File: src/rtl/alu_control_seq.sv
// Registered ALU control decoder between decode and execute: valid/ready handshake,
// multi-cycle MUL sequencing, synchronous flush and illegal-instruction flagging.
module alu_control_seq #(
  parameter int unsigned ALUCTRL_W  = 4,
  parameter int unsigned MUL_CYCLES = 4
) (
  input  logic                 Clk,
  input  logic                 Reset,
  input  logic                 Flush,
  input  logic                 InValid,
  output logic                 InReady,
  input  logic [5:0]           OpCode,
  input  logic [5:0]           Function,
  input  logic [4:0]           Rt,
  output logic                 OutValid,
  input  logic                 OutReady,
  output logic [ALUCTRL_W-1:0] ALUControl,
  output logic                 Illegal,
  output logic                 Busy
);

  localparam int unsigned CNT_W    = $clog2(MUL_CYCLES) + 1;
  localparam int unsigned MUL_INIT = (MUL_CYCLES > 1) ? MUL_CYCLES - 2 : 0;

  localparam logic [3:0] C_AND = 4'd0;
  localparam logic [3:0] C_OR  = 4'd1;
  localparam logic [3:0] C_ADD = 4'd2;
  localparam logic [3:0] C_XOR = 4'd3;
  localparam logic [3:0] C_NOR = 4'd4;
  localparam logic [3:0] C_SLL = 4'd5;
  localparam logic [3:0] C_SUB = 4'd6;
  localparam logic [3:0] C_SLT = 4'd7;
  localparam logic [3:0] C_SRL = 4'd8;
  localparam logic [3:0] C_MUL = 4'd9;
  localparam logic [3:0] C_GEZ = 4'd10;
  localparam logic [3:0] C_LTZ = 4'd11;
  localparam logic [3:0] C_GTZ = 4'd12;
  localparam logic [3:0] C_LEZ = 4'd13;
  localparam logic [3:0] C_ILL = 4'd15;

  typedef enum logic [1:0] {IDLE, HOLD, MULWAIT} state_e;

  state_e               state_q, state_d;
  logic [CNT_W-1:0]     cnt_q, cnt_d;
  logic [ALUCTRL_W-1:0] ctrl_q, ctrl_d;
  logic                 illegal_q, illegal_d;
  logic                 accept;
  logic [3:0]           dec_code;
  logic                 dec_mul;

  // Instruction fields to 4-bit ALU code; C_ILL marks an undecodable instruction.
  function automatic logic [3:0] decode(input logic [5:0] op, input logic [5:0] fn,
                                        input logic [4:0] rt);
    logic [3:0] c;
    c = C_ILL;
    case (op)
      6'b000000: begin
        case (fn)
          6'b000000: c = C_SLL;
          6'b000010: c = C_SRL;
          6'b100000: c = C_ADD;
          6'b100010: c = C_SUB;
          6'b100100: c = C_AND;
          6'b100101: c = C_OR;
          6'b100110: c = C_XOR;
          6'b100111: c = C_NOR;
          6'b101010: c = C_SLT;
          default:   c = C_ILL;
        endcase
      end
      6'b001000, 6'b100011, 6'b101011, 6'b100000,
      6'b100001, 6'b101000, 6'b101001: c = C_ADD;
      6'b001100: c = C_AND;
      6'b001101: c = C_OR;
      6'b001110: c = C_XOR;
      6'b001010: c = C_SLT;
      6'b000100, 6'b000101: c = C_SUB;
      6'b000111: c = C_GTZ;
      6'b000110: c = C_LEZ;
      6'b011100: c = C_MUL;
      6'b000001: begin
        if (rt == 5'b00001)      c = C_GEZ;
        else if (rt == 5'b00000) c = C_LTZ;
        else                     c = C_ILL;
      end
      default: c = C_ILL;
    endcase
    return c;
  endfunction

  assign dec_code = decode(OpCode, Function, Rt);
  assign dec_mul  = (OpCode == 6'b011100);
  assign InReady  = ~Flush & ((state_q == IDLE) | ((state_q == HOLD) & OutReady));
  assign accept   = InValid & InReady;

  always_comb begin
    state_d   = state_q;
    cnt_d     = cnt_q;
    ctrl_d    = ctrl_q;
    illegal_d = illegal_q;
    if (Flush) begin
      state_d = IDLE;
      cnt_d   = '0;
    end else begin
      case (state_q)
        IDLE, HOLD: begin
          if (accept) begin
            illegal_d = (dec_code == C_ILL);
            ctrl_d    = (dec_code == C_ILL) ? '1 : ALUCTRL_W'(dec_code);
            if (dec_mul && (MUL_CYCLES > 1)) begin
              state_d = MULWAIT;
              cnt_d   = CNT_W'(MUL_INIT);
            end else begin
              state_d = HOLD;
            end
          end else if ((state_q == HOLD) && OutReady) begin
            state_d = IDLE;
          end
        end
        MULWAIT: begin
          if (cnt_q == '0) state_d = HOLD;
          else             cnt_d   = cnt_q - CNT_W'(1);
        end
        default: begin
          state_d = IDLE;
          cnt_d   = '0;
        end
      endcase
    end
  end

  always_ff @(posedge Clk or posedge Reset) begin
    if (Reset) begin
      state_q   <= IDLE;
      cnt_q     <= '0;
      ctrl_q    <= '0;
      illegal_q <= 1'b0;
    end else begin
      state_q   <= state_d;
      cnt_q     <= cnt_d;
      ctrl_q    <= ctrl_d;
      illegal_q <= illegal_d;
    end
  end

  assign OutValid   = (state_q == HOLD);
  assign Busy       = (state_q == MULWAIT);
  assign ALUControl = ctrl_q;
  assign Illegal    = illegal_q;

endmodule

File: config.mk
export PLATFORM = sky130hd
export DESIGN_NAME = alu_control_seq
export DESIGN_NICKNAME = d
export VERILOG_FILES = /design/src/rtl/alu_control_seq.sv
export SDC_FILE = /design/constraint.sdc
export NUM_CORES = 1
export LEC_CHECK = 0
export CORE_UTILIZATION = 40
export CTS_CLUSTER_SIZE = 24
export DETAILED_ROUTE_END_ITERATION = 12
export PLACE_DENSITY = 0.75
export SYNTH_ARGS = -nofsm -noshare
export SYNTH_HDL_FRONTEND = slang
export SYNTH_SLANG_ARGS = --single-unit
File: constraint.sdc
create_clock -name Clk -period 1.44 [get_ports Clk]
set_clock_uncertainty 0.05 [all_clocks]
set_input_delay 0.216 -clock Clk [delete_from_list [all_inputs] [get_ports Clk]]
set_output_delay 0.216 -clock Clk [all_outputs]
set_load 0.1 [all_outputs]
* Yosys cells after proc, flatten, opt, wreduce, memory -nomap -nowiden
Index checks and enable logic that the tools add are counted.
** Operators by class
- $add $sub $neg :: 1
- Eq/ne operators :: 34
- Muxes and demuxes :: 16
- Bitwise operators :: 5
- Reduce and logical (&&, ||, !) cells :: 12
** Operator list (count)
- == test 6 bit (second input constant) :: 13
- case mux 4 bit (11 select lines) :: 1
- case mux 4 bit (9 select lines) :: 1
- == test 6 x 4 -> 1 bit (second input constant) :: 5
- == test 6 x 3 -> 1 bit (second input constant) :: 4
- two-way mux 3 bit :: 6
- zero test 6 bit :: 2
- two-way mux 2 bit :: 5
- inequality test 3 bit (second input constant) :: 3
- OR reduction 7 bit :: 1
- == test 6 x 1 -> 1 bit (second input constant) :: 1
- == test 6 x 2 -> 1 bit (second input constant) :: 1
- == test 6 x 5 -> 1 bit (second input constant) :: 1
- case mux 3 bit (2 select lines) :: 1
- AND reduction 3 bit :: 2
- == test 5 x 1 -> 1 bit (second input constant) :: 1
- zero test 5 bit :: 1
- == test 4 bit (second input constant) :: 1
- two-way mux 4 bit :: 1
- inequality test 4 bit (second input constant) :: 1
- case mux 2 bit (2 select lines) :: 1
- OR reduction 2 bit :: 2
- bitwise AND 1 bit :: 3
- zero test 3 bit :: 1
- 9 further kinds :: 9
** Storage, ports and cells
- Register bits :: 10
- Bits of input ports :: 22
- Output and inout bits :: 8

* Depth between registers and ports, before layout
- Depth after elaboration :: 8
- Depth in mapped cells :: 7

* Worst setup path before layout
No wires, ideal clock.
- Path kind :: register to register
- Start point :: register state_q[0]
- End point :: register illegal_q, in the netlist Illegal
- Setup time :: 0.133 ns
- Arrival time :: 3.355 ns
- Data required time :: 1.257 ns
- Path slack :: -2.097 ns
- Stages on the path, launching flop included :: 6
- Path through :: dfrtp_1 nor2b_1 nor3_1 nand2_1 nand2_1 o31ai_1
** On the way
- Cells in the longest elaborated chain, start to end :: 6
- Elaborated cells between the ends (all ways) :: 8
- Classes of those cells :: eq/ne: 1; bitwise: 4; reduce/logical: 3
** RTL lines
- from (decl) :: RTL line 43 : state_e state_q, state_d;
- from (signal assigned) :: RTL line 139 : state_q <= state_d;
- == test 2 x 1 -> 1 bit :: RTL line 93 : assign InReady = ~Flush & ((state_q == IDLE) | ((state_q == HOLD) & OutReady));
- bitwise AND 1 bit :: RTL line 93
- bitwise OR 1 bit * :: RTL line 93
- bitwise AND 1 bit * :: RTL line 93
- net InReady :: RTL line 11 : output logic InReady,
- bitwise AND 1 bit * :: RTL line 94 : assign accept = InValid & InReady;
- AND reduction 3 bit (no line) *
- to (signal assigned) :: RTL line 142 : illegal_q <= illegal_d;
- to (decl) :: RTL line 46 : logic illegal_q, illegal_d;
Mark *: on every way through the listed nets, which the timed path passes. The rest lies on a longest branch.
A chain may end at the register's enable or synchronous reset.

* Worst setup path in the final report
- Start point :: register state_q[0]
- End point :: output port InReady
** On the way
- Cells in the longest elaborated chain, start to end :: 4
- Elaborated cells between the ends (all ways) :: 5
- Classes of those cells :: eq/ne: 1; bitwise: 3; reduce/logical: 1
** RTL lines (RTL line)
- == test 2 x 1 -> 1 bit :: 93
- bitwise AND 1 bit :: 93
- bitwise OR 1 bit * :: 93
- bitwise AND 1 bit * :: 93
- to (decl) :: 11
Mark *: on every way between the ends. The rest lies on a longest branch, timed or not.

==> summary.md <==
| Metric | Value |
|---|---|
| Critical setup path kind | `register to primary output` |
| Post-synth ARST share | `100.0%` |
| Failing checks | `setup timing` |
| GRT Overall Usage | `31.13%` |
| Max_cap viols | `0` |
| Yosys reg bits | `10` |
| Vias in the first global route | `1,231` |
| Yosys warning total | `0` |
| PortBufs | `29` |
| Synth top area share | `between 20% and 30%` |
| Relative slew slack | `between 70 and 80%` |
| Worst-skew pair later-pin latency | `0.29 ns` |
| Worst path max stage delay | `about 0.41 ns` |
| Placer Congestion | `0.8873` |
| Yosys cell types | `44` |
| Largest delay share family, worst path | `flip-flops` |
| Reg clk slew, reported paths | `~0.09 ns` |
| Total Nets Final | `204` |
| Largest cells by area after synthesis | `dfrtp_1, a21oi_1, a211oi_1` |
| Fin crit share | `111.8%` |
| Final hold vios | `0` |
| Launching point of the worst reg2reg path | `state_q[0]$_DFFE_PP0P_` |
| Placed Area | `0.001565 mm2` |
| Maximum vdd drop | `1188 uV` |
| Syn Area/Cell | `slightly above 8 um2` |
| Logic pwr share | `54.3%` |
| Die X | `48.86 um` |
| EDFF count, synth | `0` |
| Outcome | `finished, violations left` |
| CP Capture Type | `primary output` |
| Clock root buffer master | `clkbuf_4` |
| Remaining DRCs | `0` |
| Design Area, Final | `about 0.0018 mm2` |
| Total grt overflow | `0` |
| Net Sw Frac | `43.19%` |
| PwrDens | `740.5 mW/mm2` |
| CTS max path bufs | `2` |
| Final HPWL from detailed placement | `~2300 um` |
| Synth Net Count | `133` |
| Synth Flop Type | `dfrtp_1` |
| Post-Synthesis Cells | `109` |
| CTS Hold Bufs | `0` |
| Routed WL per cell | `20.32 um` |
| DR vias/cell | `6.015` |
| Slowest CP cell | `dfrtp_1` |
| Setup violators final | `8` |
| Min Tclk post-route | `1.610 ns` |
| First-pass GRT wire length | `around 5600 um` |
| Initial Utilization | `a little over two fifths` |
| Clock tree sinks | `10` |
| Drt total wl | `approximately 4200 um` |
| CTS tree | `done` |
| Critical-path cell list | `nor2b_4 -> buf_6 -> nor3_4 -> buf_12` |
| Flop pwr share | `25.4%` |
| Initial antenna violation count | `0` |
| Clock network power share | `20.3%` |
| Crit-path max FO | `2` |
| Num CTS Buffers | `3` |
| P_sw | `585.9 uW` |
| CP Data Required Time | `1.17 ns` |
| RSZ-0062 raised after global routing | `true` |
| Crit path launch | `state_q[0]$_DFFE_PP0P_` |
| FMAX | `621.3 MHz` |
| Antenna Cells | `0` |
| Leakage | `0.8242 nW` |
| Height of the die | `48.86 um` |
| Pint | `770.6 uW` |
| Routed Antenna Nets | `0` |
| Starting DRT DRC Count | `38` |
| Total die area | `0.002387 mm2` |
| Hold Path Class | `input port to asynchronous set/reset pin` |
| Critical path buffers and inverters | `2` |
| Seq/Total Area, Yosys | `28.49%` |
| Core box area | `slightly above 0.002 mm2` |
| Io pins | `30` |
| Largest net degree at the start of global routing | `11` |
| Top cells by count, synth | `dfrtp_1, nand2_1, nor2_1, a21oi_1, nor2b_1` |
| Max-slew violation count | `0` |
| First-pass iteration count of the detailed router | `4` |
| FP Rows | `16` |
| Htree depth | `1` |
| Layout cells sized above 1 | `57.54%` |
| Mapped cell area | `between 800 and 900 um2` |
| P&R area growth vs syn | `108.5%` |
| Worst-margin pin slew | `0.4111 ns` |
| Cell taking the most area after synthesis | `dfrtp_1` |
| Total power | `1.356 mW` |
| PnR worst setup slack | `-0.1696 ns` |
| Vias | `approximately 1,200` |
| CP Launch Type | `register` |
| CP arrival | `1.34 ns` |
==> worst paths after layout <==
| path | to | slack, ns | cells past startpoint |
|---|---|---|---|
| hold / removal | Illegal$_DFFE_PP0P_ | 0.16 | 2 |
| min in group Clk | ALUControl[1]$_DFFE_PP0P_ | 0.44 | 4 |
| hold reg to reg | cnt_q[2]$_DFFE_PP0P_ | 0.50 | 1 |
| setup reg to reg | cnt_q[0]$_DFFE_PP0P_ | -0.13 | 5 |
| max in group asynchronous | cnt_q[0]$_DFFE_PP0P_ | 0.87 | 2 |
| setup / recovery | InReady | -0.17 | 4 |
==> power by group through the flow <==
stage | Combinational (mW) | Clock, mW | Sequential [mW]
after floorplan | 0.162 | 0 | 0.516
after global placement | 0.636 | 0 | 0.346
after detailed placement | 0.645 | 0 | 0.347
after CTS | 0.671 | 0.260 | 0.342
after global routing | 0.761 | 0.289 | 0.348
final | 0.736 | 0.276 | 0.345
==> registers in the layout, indices dropped and copies added, names as in the netlist <==
signal and count:
cnt_q 3, ALUControl 4, state_q 2, Illegal 1
==> routing by layer <==
metal	wire (um)	vias to the layer above	track usage [%]
met1	1604	582	37.33
met3	280	23	4.673
met2	2098	80	55.56
li1	-	554	-
met4	201	0	11.76
met5	0	-	0
==> placed cells by master, fill, tap and decap left out, types with 2 or more instances in the layout <==
cell type	Yosys	layout
a211oi_2	0	3
a211oi_4	0	2
a21oi_1	8	2
a21oi_2	0	5
buf_12	0	8
buf_2	2	2
buf_4	0	35
buf_6	0	4
clkbuf_2	0	6
clkbuf_4	0	3
clkdlybuf4s50_1	0	5
dfrtp_1	10	9
dlygate4sd2_1	0	6
dlymetal6s2s_1	0	2
inv_1	5	4
inv_2	1	2
nand2_1	10	8
nand2b_1	2	2
nand3_1	4	2
nand3_2	0	2
nor2_1	10	6
nor2_2	0	2
nor2_4	0	2
nor2b_1	6	3
nor2b_4	0	2
o21ai_0	5	4
o21ai_1	2	3
o311ai_4	0	2
or3_1	3	2
or4b_1	2	2
==> layout make-up <==
type | instances | area (um2)
Clock buffer | 4 | 36.28
Sequential cell | 10 | 251.5
Timing Repair Buffer | 68 | 635.6
Fill cell | 74 | 190.2
Multi-Input combinational cell | 91 | 852.1
Inverter | 6 | 22.52
Tap cell | 27 | 33.78
==> what timing repair did <==
action | CTS | global route
setup buffers | 3 | 3
endpoints found under the hold margin | 0 | 0
pin swaps | 14 | 13
endpoints found under the setup margin | 13 | 11
gates resized for setup | 45 | 33
==> cells by family (layout without fill, tap and decap cells) <==
family	count (synthesis)	count (layout)	synth area share, %
adder cells (fa/ha/maj)	2	2	2.849
flip-flops	10	10	28.49
multiplexers	2	2	2.564
AND/OR/NAND/NOR	52	52	34.05
buffers and inverters	8	78	3.704
AO/OA/AOI/OAI	35	35	28.35
==> per-stage QoR <==
step	util, %	instances	setup WS, ns	TNS, ns	hold WS [ns]
floorplan	-	109	-0.4908	-3.110	0.006111
global placement	77.41	196	-0.5582	-4.258	0.4288
detailed placement	77.41	196	-0.6661	-4.904	0.4568
CTS	85.15	203	-0.1191	-0.3969	0.1778
global route	90.59	206	-0.2129	-0.9636	0.1898
finish	90.59	206	-0.1696	-0.7226	0.1580
Power figures use the tool's default switching activity.
==> patch 1 (same flow settings) <==
Change the parameter `MUL_CYCLES` from 4 to 8.
--- a/src/rtl/alu_control_seq.sv
+++ b/src/rtl/alu_control_seq.sv
@@ -3,5 +3,5 @@
 module alu_control_seq #(
   parameter int unsigned ALUCTRL_W  = 4,
-  parameter int unsigned MUL_CYCLES = 4
+  parameter int unsigned MUL_CYCLES = 8
 ) (
   input  logic                 Clk,
Function: changed (a bounded check fails within 10 cycles, from zero or initial values and one cycle with Reset high).
==> patch 1 against the original RTL <==
The run still ends with negative setup slack left. Power fell by 10%. Worst hold slack improved by 0.022 ns. Routed wire length fell by 18%. Sequential cell count rose by 1. Final area fell by 0.68%. Area after synthesis rose by 9.0%. Global-route usage fell by 3.8 points. Register-to-register slack got worse by 0.29 ns. Setup slack got worse by 0.25 ns. Critical path type is now register to register. Critical endpoint is now cnt_q[3]. Largest power group unchanged.
==> patch 1: results (changes against the original RTL) <==
run_status:
  outcome: "complete, but fails checks"
  violations: "negative setup slack"
global_route:
  grt_pass1_vias: 1257  # +2.1%
  grt_first_pass_wirelength_mm: 5.30  # -5.6%
  grt_max_degree: 12  # +1
  track_usage_pct: 27.4  # -3.8 points
cells_and_area:
  drive_above_1_share_pct: 40.2  # -17 points
  fin_nets: 214  # +4.9%
drt:
  via_per_inst: 5.81  # -3.5%
  drt_iter0_drc: 16  # -58%
sta:
  setup_ws_ns: -0.417  # -0.248 ns
  setup_violations: 13  # +5
power:
  leakagePower_nw: 0.822  # -0.22%
logic_synthesis:
  synth_top_area_share_pct: 28.8  # +0.27 points
  synthTopCellsByArea: "dfrtp_1 29%, a21oi_1 4.7%, nor2_1 4.7%"
  synth_nets: 147  # +11%
critical_path:
  slowest_stage: "or4b_4"
  r2r-end: "cnt_q[3]"
  arrival_ns: 1.97  # +0.63 ns
  cp_max_fo: 4  # +2
  reg2reg_depth: 6  # +1
place:
  dp_slack_ns: -0.692  # -0.0263 ns
  placed_area_um2: 1600  # +2.5%
  dp.cells: 208  # +6.1%
  dp_hpwl_mm: 2.36  # +2.9%
## patch 1: metrics by stage
step | power, mW | hold WS (ns)
6_report | 1.22 | 0.180
5_1_grt | 1.26 | 0.220
4_1_cts | 1.18 | 0.201
3_5_place_dp | 0.952 | 0.483
3_3_place_gp | 0.938 | 0.470
2_1_floorplan | 0.673 | 0.0184
## patch 1: logic make-up after synthesis
logic type	Yosys count	share of synthesized area [%]
xor gates and xnor gates	1	0.915
AOI/OAI and AO/OA	39	29.4
and+or+nand+nor	53	30.7
buffers and inverters	17	7.58
DFF	11	28.8
adders and majority gates	2	2.61
## patch 1: layout make-up
type | count | area, um^2
clock buffer | 4 | 26.3
timing repair buffer | 68 | 682
multi-input combinational | 95 | 758
sequential | 11 | 275
tap | 28 | 35.0
inverter | 11 | 42.5
fill | 146 | 414
## patch 1: worst max-delay path by stage
stage | cells past startpoint | end | slack [ns]
after detailed placement | 6 | cnt_q[1] | -0.69
after CTS | 5 | cnt_q[1] | -0.38
after global routing | 6 | cnt_q[3] | -0.47
after global placement | 6 | cnt_q[1] | -0.64
after floorplan | 6 | cnt_q[1] | -0.55
final | 6 | cnt_q[3] | -0.42
## patch 1: metal layers
layer  vias to the layer above  routed length [um]  GRT usage (%)  share of wire, %
met5                         -                   0              0                 0
met4                         0                 112           15.7               3.3
met3                        11                 121           2.08               3.5
met2                        56                1930           53.7                56
met1                       602                1280           27.6                37
li1                        591                   -              -                 -
## patch 1: timing repair
item	CTS	global route
resized for setup	30	11
pin swaps	10	3
buffers inserted	4	2
setup endpoints to repair	13	13
## patch 1: power by group
part           leakage [nW]  switching (mW)  internal, mW
clock                0.0150           0.110         0.108
sequential            0.140          0.0321         0.334
combinational         0.668           0.364         0.270
total                 0.822           0.507         0.711
==> patch 2 (config.mk and constraints unchanged) <==
Made on the original files. Make the reset (`Reset`) synchronous in one clocked block.
--- a/src/rtl/alu_control_seq.sv
+++ b/src/rtl/alu_control_seq.sv
@@ -130,5 +130,5 @@
   end
 
-  always_ff @(posedge Clk or posedge Reset) begin
+  always_ff @(posedge Clk) begin
     if (Reset) begin
       state_q   <= IDLE;
Function: differs if Reset is asserted again (counterexample within 4 cycles, from zero or initial values and one cycle with Reset high); with Reset held inactive, the same outputs for 10 cycles.
==> patch 2 against the original RTL <==
The flow still finishes with violations (negative setup slack). Sequential cell count unchanged. Cell count increased by 3.4%. Power decreased by 21%. Clock power increased by 3%. Area after synthesis increased by 2.8%. Synthesized cell count increased by 15%. Final area decreased by 3.8%. Non-clock buffer count decreased by 4. Die area increased by 2.7%. Via count increased by 8.9%. Routed wire length increased by 4.1%. Global-route usage decreased by 1.9 points. Setup slack improved by 0.070 ns. Critical path type is now register to register. Critical endpoint is now Illegal. Highest routed layer unchanged.
==> patch 2: results (changes against the original RTL) <==
critical_path:
  arrival_ns: 1.69  # +0.35 ns
  cp_max_fo: 3  # +1
sta:
  worst_slew_pin_slew_ns: 0.453  # +0.0421 ns
  setup_ws_ns: -0.0994  # +0.0702 ns
  setup_violations: 10  # +2
logic_synthesis:
  synth-main-ff-cell: "dfxtp_1"
  synth_nets: 149  # +12%
  synthTopCellsByCount: "15 x nor2_1, 11 x a21oi_1, 10 x dfxtp_1"
  async_flop_share_pct: 0  # -100 points
  synth.distinct_cells: 42  # -4.5%
  yosysSeqAreaShare_pct: 22.2  # -6.3 points
  synthTopCellsByArea: "dfxtp_1 22%, nor2_1 6.2%, a21oi_1 6.1%"
global_route:
  track_usage_pct: 29.2  # -1.9 points
  grt_pass1_vias: 1214  # -1.4%
  grt_first_pass_wirelength_mm: 5.36  # -4.5%
  antenna_found_initial: 0  # unchanged
  grt_max_degree: 12  # +1
drt:
  via_per_inst: 6.33  # +5.3%
  routed_wl_mm: 4.36  # +4.1%
  drt_iter0_drc: 79  # +110%
  drt_pass1_iterations: 5  # +1
cells_and_area:
  fin_nets: 211  # +3.4%
  n_antenna_cell: 0  # unchanged
  largest_reg_flops: 4  # unchanged
  drive_above_1_share_pct: 51.1  # -6.5 points
  fillers: 102  # +38%
place:
  dp_hpwl_mm: 2.30  # +0.23%
  gp_congestion: 0.903  # +1.8%
  io_buffers: 29  # unchanged
power:
  ir_worst_vdd_mv: 0.567  # -52%
  netSwitchingFraction_pct: 38.2  # -5.0 points
  leakagePower_nw: 0.682  # -17%
clocking:
  cts_max_path_buffers: 2  # unchanged
  clk_pin_slew_ns: 0.08
  cts_root_buf: "clkbuf_4"
  clk_latency_ns: 0.30
worst_hold_path:
  hold_path.class: "register to register"
run_status:
  outcome: "complete, but fails checks"
  violations: "negative setup slack"
-- patch 2: final cells by class --
cell class	instances	area, um^2	share of cell area (%)
timing repair buffer	64	626	35.5
multi-input combinational	103	842	47.8
tap	27	33.8	1.92
clock buffer	4	36.3	2.06
sequential	10	206	11.7
inverter	5	18.8	1.06
-- patch 2: kinds of logic (layout without fill, tap and decap cells) --
| kind of cell | count (synthesis) | in the layout | share of synthesized area [%] |
|---|---|---|---|
| AO/OA/AOI/OAI | 42 | 42 | 33.0 |
| buffers and inverters | 12 | 73 | 6.09 |
| AND/OR/NAND/NOR | 58 | 58 | 34.9 |
| multiplexers | 1 | 1 | 1.11 |
| adder cells (fa/ha/maj) | 2 | 2 | 2.77 |
| flip-flops | 10 | 10 | 22.2 |
-- patch 2: power by group through the flow --
stage                     Sequential [mW]  Combinational (mW)  Clock [mW]
after CTS                           0.300               0.442       0.270
after detailed placement            0.305               0.424           0
after floorplan                     0.372               0.145           0
after global routing                0.303               0.504       0.300
after global placement              0.304               0.415           0
final                               0.302               0.483       0.284
-- patch 2: final timing paths --
check        endpoint        from  cells after the start  slack, ns
max           Illegal  state_q[0]                      6       -0.1
min          cnt_q[0]    cnt_q[0]                      1       0.42
max reg2reg   Illegal  state_q[0]                      6       -0.1
min reg2reg  cnt_q[0]    cnt_q[0]                      1       0.42
-- patch 2: routing by layer --
layer	global-route usage (%)	up-vias	wire (um)
met5	0	-	0
met4	18.1	0	344
met3	6.79	39	400
met2	50.5	107	2040
met1	31.8	616	1570
li1	-	587	-
-- patch 2: metrics by stage --
| stage | setup TNS (ns) | power, mW | area (um^2) | worst slack (ns) | std cells |
|---|---|---|---|---|---|
| 2_1_floorplan | -0.514 | 0.517 | 953 | -0.112 | 125 |
| 3_3_place_gp | -4.91 | 0.719 | 1570 | -0.611 | 206 |
| 3_5_place_dp | -5.50 | 0.729 | 1570 | -0.675 | 206 |
| 4_1_cts | -0.0702 | 1.01 | 1690 | -0.0351 | 212 |
| 5_1_grt | -1.00 | 1.11 | 1760 | -0.163 | 213 |
| 6_report | -0.368 | 1.07 | 1760 | -0.0994 | 213 |
-- patch 2: repair_timing --
| item | in CTS | in global routing |
|---|---|---|
| cloned | 0 | 0 |
| setup endpoints to repair | 12 | 10 |
| pin swaps | 13 | 4 |
| resized for setup | 56 | 19 |
| buffers inserted | 2 | 2 |
-- patch 2: critical path, stage by stage, from the launching register on --
cell and delay [ns]:
dfxtp_2 0.33, nor2b_4 0.13, nor4b_4 0.28, buf_4 0.20, nand2_2 0.05, a211o_1 0.29, o32ai_2 0.11
